File: src/rtl/code_loader.sv
// Program loader: parses a 16-bit big-endian word count, then assembles
// big-endian instruction words from a byte stream and writes them to code memory.
module code_loader #(
    parameter int ADDR_W         = 9,
    parameter int MAX_WORDS      = 512,
    parameter int TIMEOUT_CYCLES = 100000
) (
    input  logic              clk,
    input  logic              rst_n,
    input  logic [7:0]        in_data,
    input  logic              in_valid,
    output logic              in_ready,
    input  logic              reload,
    output logic              code_w_en,
    output logic [ADDR_W-1:0] code_addr_in,
    output logic [15:0]       code_in,
    output logic              run,
    output logic              busy,
    output logic              err,
    output logic [ADDR_W:0]   words_loaded
);

    localparam int CNT_W = $clog2(TIMEOUT_CYCLES + 1);

    typedef enum logic [2:0] {
        LEN_HI, LEN_LO, DATA_HI, DATA_LO, WRITE, RUN, ERR
    } state_t;

    state_t            state, next_state;
    logic [7:0]        len_hi;
    logic [15:0]       len;
    logic [7:0]        data_hi;
    logic [ADDR_W-1:0] addr;
    logic [CNT_W-1:0]  idle_cnt;
    logic              started;

    logic              xfer;
    logic [15:0]       len_new;
    logic              len_bad;
    logic              last_word;
    logic              timed_out;
    logic              idle_state;

    assign xfer       = in_valid && in_ready;
    assign len_new    = {len_hi, in_data};
    assign len_bad    = (len_new == 16'd0) || (32'(len_new) > MAX_WORDS);
    assign last_word  = (32'(addr) == (32'(len) - 32'd1));
    assign timed_out  = (idle_cnt == CNT_W'(TIMEOUT_CYCLES - 1));
    assign idle_state = (state == LEN_LO) || (state == DATA_HI) || (state == DATA_LO);

    // Next-state and Moore outputs; reload overrides everything, including a pending write.
    always_comb begin
        next_state = state;
        in_ready   = 1'b0;
        code_w_en  = 1'b0;
        run        = 1'b0;
        busy       = 1'b0;
        err        = 1'b0;
        case (state)
            LEN_HI: begin
                in_ready = 1'b1;
                busy     = started;
                if (xfer) next_state = LEN_LO;
            end
            LEN_LO: begin
                in_ready = 1'b1;
                busy     = 1'b1;
                if (xfer)           next_state = len_bad ? ERR : DATA_HI;
                else if (timed_out) next_state = ERR;
            end
            DATA_HI: begin
                in_ready = 1'b1;
                busy     = 1'b1;
                if (xfer)           next_state = DATA_LO;
                else if (timed_out) next_state = ERR;
            end
            DATA_LO: begin
                in_ready = 1'b1;
                busy     = 1'b1;
                if (xfer)           next_state = WRITE;
                else if (timed_out) next_state = ERR;
            end
            WRITE: begin
                busy       = 1'b1;
                code_w_en  = 1'b1;
                next_state = last_word ? RUN : DATA_HI;
            end
            RUN:     run = 1'b1;
            ERR:     err = 1'b1;
            default: next_state = LEN_HI;
        endcase
        if (reload) begin
            next_state = LEN_HI;
            code_w_en  = 1'b0;
        end
    end

    // Datapath registers; write address/data are captured on the low-byte transfer
    // so they stay stable through WRITE and hold afterwards.
    always_ff @(posedge clk or negedge rst_n) begin
        if (!rst_n) begin
            state        <= LEN_HI;
            len_hi       <= '0;
            len          <= '0;
            data_hi      <= '0;
            addr         <= '0;
            idle_cnt     <= '0;
            started      <= 1'b0;
            words_loaded <= '0;
            code_addr_in <= '0;
            code_in      <= '0;
        end else begin
            state <= next_state;
            if (reload) begin
                addr         <= '0;
                words_loaded <= '0;
                idle_cnt     <= '0;
            end else begin
                if (xfer) begin
                    started  <= 1'b1;
                    idle_cnt <= '0;
                    case (state)
                        LEN_HI:  len_hi <= in_data;
                        LEN_LO: begin
                            len  <= len_new;
                            addr <= '0;
                        end
                        DATA_HI: data_hi <= in_data;
                        DATA_LO: begin
                            code_in      <= {data_hi, in_data};
                            code_addr_in <= addr;
                        end
                        default: ;
                    endcase
                end else if (idle_state) begin
                    idle_cnt <= idle_cnt + 1'b1;
                end else begin
                    idle_cnt <= '0;
                end
                if (state == WRITE) begin
                    addr         <= addr + 1'b1;
                    words_loaded <= words_loaded + 1'b1;
                end
            end
        end
    end

endmodule

File: config.mk
export PLATFORM = sky130hd
export DESIGN_NAME = code_loader
export DESIGN_NICKNAME = d
export VERILOG_FILES = /design/src/rtl/code_loader.sv
export SDC_FILE = /design/constraint.sdc
export NUM_CORES = 1
export LEC_CHECK = 0
export CAP_MARGIN = 20
export CORE_ASPECT_RATIO = 0.75
export CORE_MARGIN = 1
export CORE_UTILIZATION = 53
export CTS_BUF_LIST = sky130_fd_sc_hd__clkbuf_4 sky130_fd_sc_hd__clkbuf_8
export DETAILED_ROUTE_END_ITERATION = 8
export GPL_ROUTABILITY_DRIVEN = 0
export GPL_TIMING_DRIVEN = 0
export PLACE_DENSITY = 0.79
export SYNTH_ARGS = -nofsm -noshare
export SYNTH_HDL_FRONTEND = slang
export SYNTH_SLANG_ARGS = --single-unit
File: constraint.sdc
create_clock -name clk -period 2.2 [get_ports clk]
set_input_delay 0.44 -clock clk [delete_from_list [all_inputs] [get_ports clk]]
set_output_delay 0.44 -clock clk [all_outputs]
set_load 0.02 [all_outputs]
Word-level counts from Yosys, hierarchy flattened --
Cells that the tools add are included.
Storage, ports and cells: output and inout port bits 40, bits of input ports 12, logic and storage cells 69, register bits after elaboration 97
Cells by class: reduce and logical (&&, ||, !) cells 19, $lt $le $gt $ge 1, mux-type cells 24, eq/ne operators 10, $add $sub $neg 4, bitwise operators 1
Operators by type and width (number):
- 17-bit 2-to-1 mux | 3
- 9-bit 2-to-1 mux | 4
- 9-bit by 32-bit equality test with 1-bit output | 1
- 3-bit 2-to-1 mux | 8
- 10-bit 2-to-1 mux | 2
- 3-bit one-hot mux with 6 select lines | 1
- 17-bit by 1-bit adder with 17-bit output, second input constant | 1
- 17-bit equality test, second input constant | 1
- 16-bit by 1-bit subtractor with 17-bit output, second input constant | 1
- 16-bit by 10-bit > comparator with 1-bit output, second input constant | 1
- 16-bit zero test | 1
- 3-bit AND reduction | 4
- 10-bit by 1-bit adder with 10-bit output, second input constant | 1
- 9-bit by 1-bit adder with 9-bit output, second input constant | 1
- 3-bit equality test, second input constant | 3
- 4-bit OR reduction | 2
- 3-bit by 2-bit equality test with 1-bit output, second input constant | 2
- 2-bit AND reduction | 3
- 3-bit nonzero test | 2
- 1-bit 2-to-1 mux | 5
- 3-bit by 1-bit equality test with 1-bit output, second input constant | 1
- 3-bit zero test | 1
- 1-bit logical OR | 3
- 3-bit != test, second input constant | 1
- other kinds (6) | 6

Depth between registers and ports, before layout --
Gate-level depths: netlist of run 1.
depth after elaboration 7, gate-level depth with buffers 8, mapped depth without buffers 8

Worst setup path after synthesis of run 1 --
OpenSTA, ideal clock, no wires.
kind reg2reg, from reg len[0], to reg state[1], clock period less this slack 2076 ps, data arrival time 1947 ps, library setup time 129 ps, buffers on the path 0, cell stages (with the launch flop) 9, required time 2071 ps, path slack 124 ps, cells stage by stage dfrtp_1 -> inv_1 -> ha_1 -> nor3b_1 -> nand4_1 -> mux2i_1 -> nor4b_1 -> nand4_2 -> o2bb2ai_1
On the way: word-level cells in the longest chain between the ends 5
Ends and longest elaborated chain:
- from (decl) | line 31 | logic [15:0] len;
- from (signal assigned) | line 125 | len <= len_new;
- 16-bit by 1-bit subtractor with 17-bit output | line 47 | assign last_word = (32'(addr) == (32'(len) - 32'd1));
- 9-bit by 32-bit equality test with 1-bit output | line 47
- 3-bit 2-to-1 mux | line 86 | next_state = last_word ? RUN : DATA_HI;
- 3-bit one-hot mux with 6 select lines | line 59 | case (state)
- 3-bit 2-to-1 mux | line 92 | if (reload) begin
- to (signal assigned) | line 113 | state <= next_state;
- to (decl) | line 29 | state_t state, next_state;
No other way between the ends. A chain may end at the register's enable or synchronous reset.

Worst setup path in the final report of run 1 --
from reg len[1], to reg state[2]
Same word-level chain as after synthesis.

==> impl_metrics.toml, run 1 <==
[synthesis]
synth_edf_count = 0
yosysMostFrequentCell = "dfrtp_1"
yosysUniqueCellTypes = 51
ys_ff_latch = 97
syn_inst = 407
syn_area_per_cell_sq_um = 11.3
yosysWarnings = 0
synth_common_cells = "dfrtp_1 (97), mux2_2 (57), nor2_1 (48), nand2_1 (21)"
ys.flop_type = "dfrtp_1"
syn_area_sq_um = 4580
yosys-top-cells-area = "dfrtp_1 (53%), mux2_2 (14%), nor2_1 (3.9%)"
synth_top_area_share_pct = 53.0
seq_area_frac_synth_pct = 53.0
syn_nets = 423
yosysTopAreaCell = "dfrtp_1"
synth-async-reset-ratio_pct = 100

[layout]
instances_no_fill = 589
nets = 495
diodes = 0
drive_above_1_share_pct = 24.2
area_growth_pct = 22.0

[setup_path]
arrival_ps = 2430
critPathRequiredTime_ps = 2500
start_kind = "flip-flop"
worstSetupEndpointType = "flip-flop"
crit_type = "reg -> reg"
crit_path_max_fanout = 5

[power_and_ir_drop]
swShare_pct = 32.7
share_seq_of_total_power_pct = 50.6
leakagePower_nw = 2.44
power_switching_mw = 1.58
p_int_mw = 3.25
pwr-share-clk_pct = 23.1
ir_drop_uv = 730
p_comb_share_pct = 26.3
p_per_area_nw_per_um2 = 865
totalPowerFinal_mw = 4.84

[global_route]
grt_pass1_vias = 3475
grt_max_degree = 58
antenna_found_initial = 0
grt_pass1_wl_mm = 17.2
grt_util_all_layers_pct = 25.5
grt_overflow = 0

[placement]
io_buffers = 51
hpwlAfterDp_mm = 6.98
dp.cells = 564

[timing]
skew_ps = 12.9
hold_viol_final = 0
slew_violations = 0
max_freq_mhz = 469
fin_crit_sh_pct = 97.0
rsz0062_at_grt = "no"
period_minus_slack_ps = 2130
relSlewSlack_pct = 58.7
finalSetupViolCount = 0
worst_pin_slew_ps = 617

[drt]
wl_per_cell_microns = 17.8
viasPerCell = 5.85
route.detailed.drc = 0
drt_wl_total_mm = 10.5
antenna_left = 0
drtIter0Drc = 308
dr.pass1.iters = 5
num_vias = 3448

[cts]
h-tree-depth = 3
clk_latency_ps = 380
cts.path.max_buffers = 2
cts_hold_buf = 0
cts_tree = "done"
cts_sinks = 97
cts_root_buffer = "clkbuf_8"
clkSlewWorstSetupHoldPaths_ps = 100
cts-buffers-inserted = 9

[job]
cap_viol_max_count = 0

[run_status]
status = "completed"

[die]
core-area_sq_um = 8130
die_h_microns = 82.5
initial_core_util_pct = 56.4
ios = 52
dieArea_sq_um = 9030
rows = 28
die_w_microns = 109

[worst_hold_path]
min_path_type = "in -> async"
-- flip-flops by register name (all words and copies together) (netlist names) --
signal	cells
data_hi	8
code_addr_in	9
started	1
len	16
addr	9
len_hi	8
code_in	16
state	3
words_loaded	10
idle_cnt	17
-- layer usage --
layer | up-vias | global-route usage [%] | routed length (microns)
met5 | - | 0 | 0
met4 | 0 | 9.07 | 218
met3 | 24 | 6.75 | 632
met2 | 130 | 41.1 | 4870
met1 | 1708 | 33.4 | 4750
li1 | 1586 | - | -
-- cell families after synthesis --
logic type,Yosys count,synth area share (%)
simple gates,138,15.9
flops,97,53.0
mux,60,14.7
compound gates,45,6.17
xor+xnor,36,6.88
buf+inv,27,2.32
fa+ha+maj,4,1.09
-- area by class of cell --
| class | count | area, sq um |
|---|---|---|
| well taps | 105 | 131 |
| multi-input cells | 283 | 2120 |
| clock buffers | 11 | 151 |
| flip-flops and latches | 97 | 2430 |
| inverters | 11 | 42.5 |
| fillers | 638 | 2540 |
| plain buffers | 14 | 68.8 |
| repair buffers | 63 | 608 |
| clock inverters | 5 | 36.3 |
-- critical path, cell delays in order (launching register included) --
cell and delay [ps]:
dfrtp_2 450, inv_2 80, ha_4 140, nor3b_4 270
nand2_1 100, o21bai_2 220, a221oi_2 380, nand4_2 200
o211ai_2 210
-- path summary, 6_finish.rpt --
path                                        from                    end  slack, ps  cells past startpoint
min in group clk           idle_cnt[0]$_DFF_PN0_  idle_cnt[0]$_DFF_PN0_        450                      1
setup reg to reg              len[1]$_DFFE_PN0P_   state[2]$_DFFE_PN0P_         70                      8
max in group asynchronous                  rst_n     len[5]$_DFFE_PN0P_       1490                      2
hold / removal                             rst_n  len_hi[6]$_DFFE_PN0P_         40                      1
setup / recovery              len[1]$_DFFE_PN0P_   state[2]$_DFFE_PN0P_         70                      8
hold reg to reg            idle_cnt[0]$_DFF_PN0_  idle_cnt[0]$_DFF_PN0_        450                      1
-- what timing repair did --
item,4_1_cts,5_1_grt
buffers inserted,3,8
endpoints found under the setup margin,37,43
resized for setup,20,17
pin swaps,2,7
-- power groups by stage --
stage,combinational (mW),clock [mW],sequential (mW)
after floorplan,0.700,0,2.42
after global placement,1.07,0,2.40
after detailed placement,1.12,0,2.43
after CTS,1.16,1.15,2.41
after global routing,1.37,1.21,2.49
final,1.27,1.12,2.45
-- layout by cell type (no fill, tap or decap), drive strengths merged, types with 2 or more instances in the layout --
| master | Yosys | layout |
|---|---|---|
| clkinv | 1 | 4 |
| nor4 | 6 | 6 |
| and4 | 3 | 3 |
| ha | 4 | 4 |
| or4 | 2 | 2 |
| nor2 | 48 | 48 |
| dfrtp | 97 | 97 |
| o21ai | 20 | 20 |
| o211ai | 2 | 2 |
| xor2 | 19 | 19 |
| nand2 | 21 | 21 |
| clkdlybuf4s50 | 0 | 45 |
| dlygate4sd2 | 0 | 2 |
| and3 | 8 | 8 |
| xnor2 | 17 | 17 |
| nand4 | 14 | 14 |
| nand2b | 2 | 2 |
| a31oi | 4 | 4 |
| a221oi | 2 | 2 |
| a21oi | 6 | 6 |
| buf | 4 | 17 |
| o21bai | 2 | 2 |
| inv | 10 | 12 |
| mux2i | 3 | 3 |
| nor4b | 3 | 3 |
| nor2b | 2 | 2 |
| nor3b | 3 | 3 |
| clkbuf | 12 | 23 |
| or3 | 3 | 3 |
| nor3 | 10 | 10 |
| and2 | 2 | 2 |
| nand3b | 2 | 2 |
| nand3 | 8 | 8 |
| mux2 | 57 | 57 |
-- stage by stage --
stage               utilization (%)  TNS (ps)  hold slack (ps)  cell area (sq um)  setup slack [ps]
floorplan                         -         0              144               4580               124
global placement               64.3   -297220              435               5230             -2810
detailed placement             64.6    -29220              445               5250              -775
CTS                            67.7     -39.5             44.8               5510             -39.5
global route                   68.8         0             79.9               5590              5.72
finish                         68.8         0             39.4               5590              66.7
(Power assumes the default switching activity.)
==> run 2: changes to the inputs <==
--- a/config.mk
+++ b/config.mk
@@ -8,12 +8,11 @@
 export CAP_MARGIN = 20
 export CORE_ASPECT_RATIO = 0.75
 export CORE_MARGIN = 1
-export CORE_UTILIZATION = 53
+export CORE_UTILIZATION = 40
 export CTS_BUF_LIST = sky130_fd_sc_hd__clkbuf_4 sky130_fd_sc_hd__clkbuf_8
 export DETAILED_ROUTE_END_ITERATION = 8
 export GPL_ROUTABILITY_DRIVEN = 0
 export GPL_TIMING_DRIVEN = 0
-export PLACE_DENSITY = 0.79
 export SYNTH_ARGS = -nofsm -noshare
 export SYNTH_HDL_FRONTEND = slang
 export SYNTH_SLANG_ARGS = --single-unit
==> run 2 against run 1 <==
  * The flow now finishes with violations (design-rule violations)
  * Count of clock-buffer cells in the layout down 2
  * Global-route usage down 7.3 points
  * Die area up 32%
  * Sequential power about the same
  * Hold slack better by 420 ps
  * Register-to-register slack better by 30 ps
  * Worst setup slack better by 34 ps
  * First-iteration DRC count down 42%
  * Via count down 4.1%
  * Critical path type is now reg -> out
  * Critical endpoint is now in_ready
  * Largest power group unchanged
==> impl_metrics.toml, run 2 (synthesis results as in run 1) <==
[run_status]
status = "finished with violations"
violations = "design-rule violations"

[layout]
diodes = 0
largest-register = "idle_cnt"
n_fill_cell = 996
fin_area_sq_um = 5620
area_growth_pct = 22.5
final_common_cell = "dfrtp_1"
nets = 491
drive_above_1_share_pct = 22.7
reg_top3 = "idle_cnt: 17 flops, code_in: 16 flops, len: 16 flops"
largest_reg_flops = 17
most-common-layout-cells = "dfrtp_1 (94), mux2_2 (57), nor2_1 (48)"

[setup_path]
arrival_ps = 1660
critPathRequiredTime_ps = 1760
crit_type = "reg -> out"
crit_path_max_fanout = 10
worstSetupEndpointType = "primary output"
start_kind = "flip-flop"

[die]
dieArea_sq_um = 11900
ios = 52
core-area_sq_um = 11000
initial_core_util_pct = 41.6
die_w_microns = 126
rows = 33
die_h_microns = 94.7

[global_route]
grt_pass1_wl_mm = 16.8
grt_max_degree = 68
grt_busiest_layer = "met2"
grt_util_all_layers_pct = 18.2
grt_pass1_vias = 3284
antenna_found_initial = 0
met1_usage_pct = 25.1
grt_use_met3_pct = 4.02
met2_usage_pct = 28.7
grt_overflow = 0

[placement]
placed_cell_area_sq_um = 5290
place_ws_ps = -796
hpwlAfterDp_mm = 6.76
io_buffers = 51

[worst_hold_path]
min_path_type = "reg -> reg"

[cts]
clk_latency_ps = 370
cts_sinks = 97
h-tree-depth = 3
cts_tree = "done"
clkSlewWorstSetupHoldPaths_ps = 100
cts_root_buffer = "clkbuf_8"
cts-buffers-inserted = 9
cts.path.max_buffers = 2

[timing]
hold_viol_final = 0
period_minus_slack_ps = 2100
relSlewSlack_pct = 59.2
rsz0062_at_grt = "yes"
worst_pin_slew_ps = 610
whs_ps = 458
fin_crit_sh_pct = 95.4
max_freq_mhz = 476
skew_ps = 5.74
slew_violations = 0
finalSetupViolCount = 0
tns_ps = 0
finalWorstSetupSlack_ps = 100

[power_and_ir_drop]
p_int_mw = 3.18
leakagePower_nw = 2.43
ir_drop_uv = 496
power_switching_mw = 1.56
totalPowerFinal_mw = 4.74
pwr-share-clk_pct = 23.9
p_comb_share_pct = 25.1
swShare_pct = 32.9
p_per_area_nw_per_um2 = 844
share_seq_of_total_power_pct = 51.0

[drt]
viasPerCell = 5.34
drt_wl_total_mm = 9.66
drtIter0Drc = 178
antenna_left = 0
dr.pass1.iters = 6
wl_per_cell_microns = 15.6
num_vias = 3308
route.detailed.drc = 4

[job]
cap_viol_max_count = 0
[run 2: what timing repair did]
| item | CTS | global route |
|---|---|---|
| hold buffers | 1 | 0 |
| endpoints found under the setup margin | 42 | 35 |
| resized for setup | 21 | 14 |
| pin swaps | 2 | 6 |
| hold endpoints to repair | 1 | 0 |
| buffers inserted | 2 | 3 |
[run 2: power groups by stage]
stage | Sequential, mW | Combinational (mW) | Clock, mW
2_1_floorplan | 2.42 | 0.700 | 0
3_3_place_gp | 2.41 | 1.08 | 0
3_5_place_dp | 2.42 | 1.11 | 0
4_1_cts | 2.40 | 1.13 | 1.18
5_1_grt | 2.47 | 1.31 | 1.25
6_report | 2.42 | 1.19 | 1.14
[run 2: critical path: stages (launching register included)]
cell and delay, ps:
dfrtp_1 430, clkbuf_2 200, inv_1 70, clkdlybuf4s50_1 590
[run 2: through the flow]
| stage | std cells | utilization, % |
|---|---|---|
| after floorplan | 407 | - |
| after global placement | 598 | 47.8 |
| after detailed placement | 599 | 48.0 |
| after CTS | 617 | 50.4 |
| after global routing | 620 | 50.9 |
| final | 620 | 50.9 |
[run 2: final timing paths]
path,to,depth (start not counted),slack [ps],startpoint
min in group asynchronous,idle_cnt[11]$_DFF_PN0_,2,530,rst_n
worst max-delay path,in_ready,3,100,state[2]$_DFFE_PN0P_
worst min-delay path,idle_cnt[0]$_DFF_PN0_,1,460,idle_cnt[0]$_DFF_PN0_
worst min register to register,idle_cnt[0]$_DFF_PN0_,1,460,idle_cnt[0]$_DFF_PN0_
max in group asynchronous,len[1]$_DFFE_PN0P_,3,990,rst_n
worst max register to register,state[1]$_DFFE_PN0P_,6,100,len[1]$_DFFE_PN0P_
[run 2: area by class of cell]
class / count / area (sq um) / share of cell area [%]
clock buffer: 9 / 124 / 2.21
buffer: 15 / 73.8 / 1.31
inverter: 11 / 43.8 / 0.780
tap: 140 / 175 / 3.12
clock inverter: 7 / 73.8 / 1.31
sequential: 97 / 2430 / 43.3
timing repair buffer: 58 / 579 / 10.3
multi-input combinational: 283 / 2120 / 37.7
[run 2: routing by layer]
metal	wire, microns	share of wire, %
met5	0	0
met4	98	1.0
met3	471	4.9
met2	4200	44
met1	4880	51
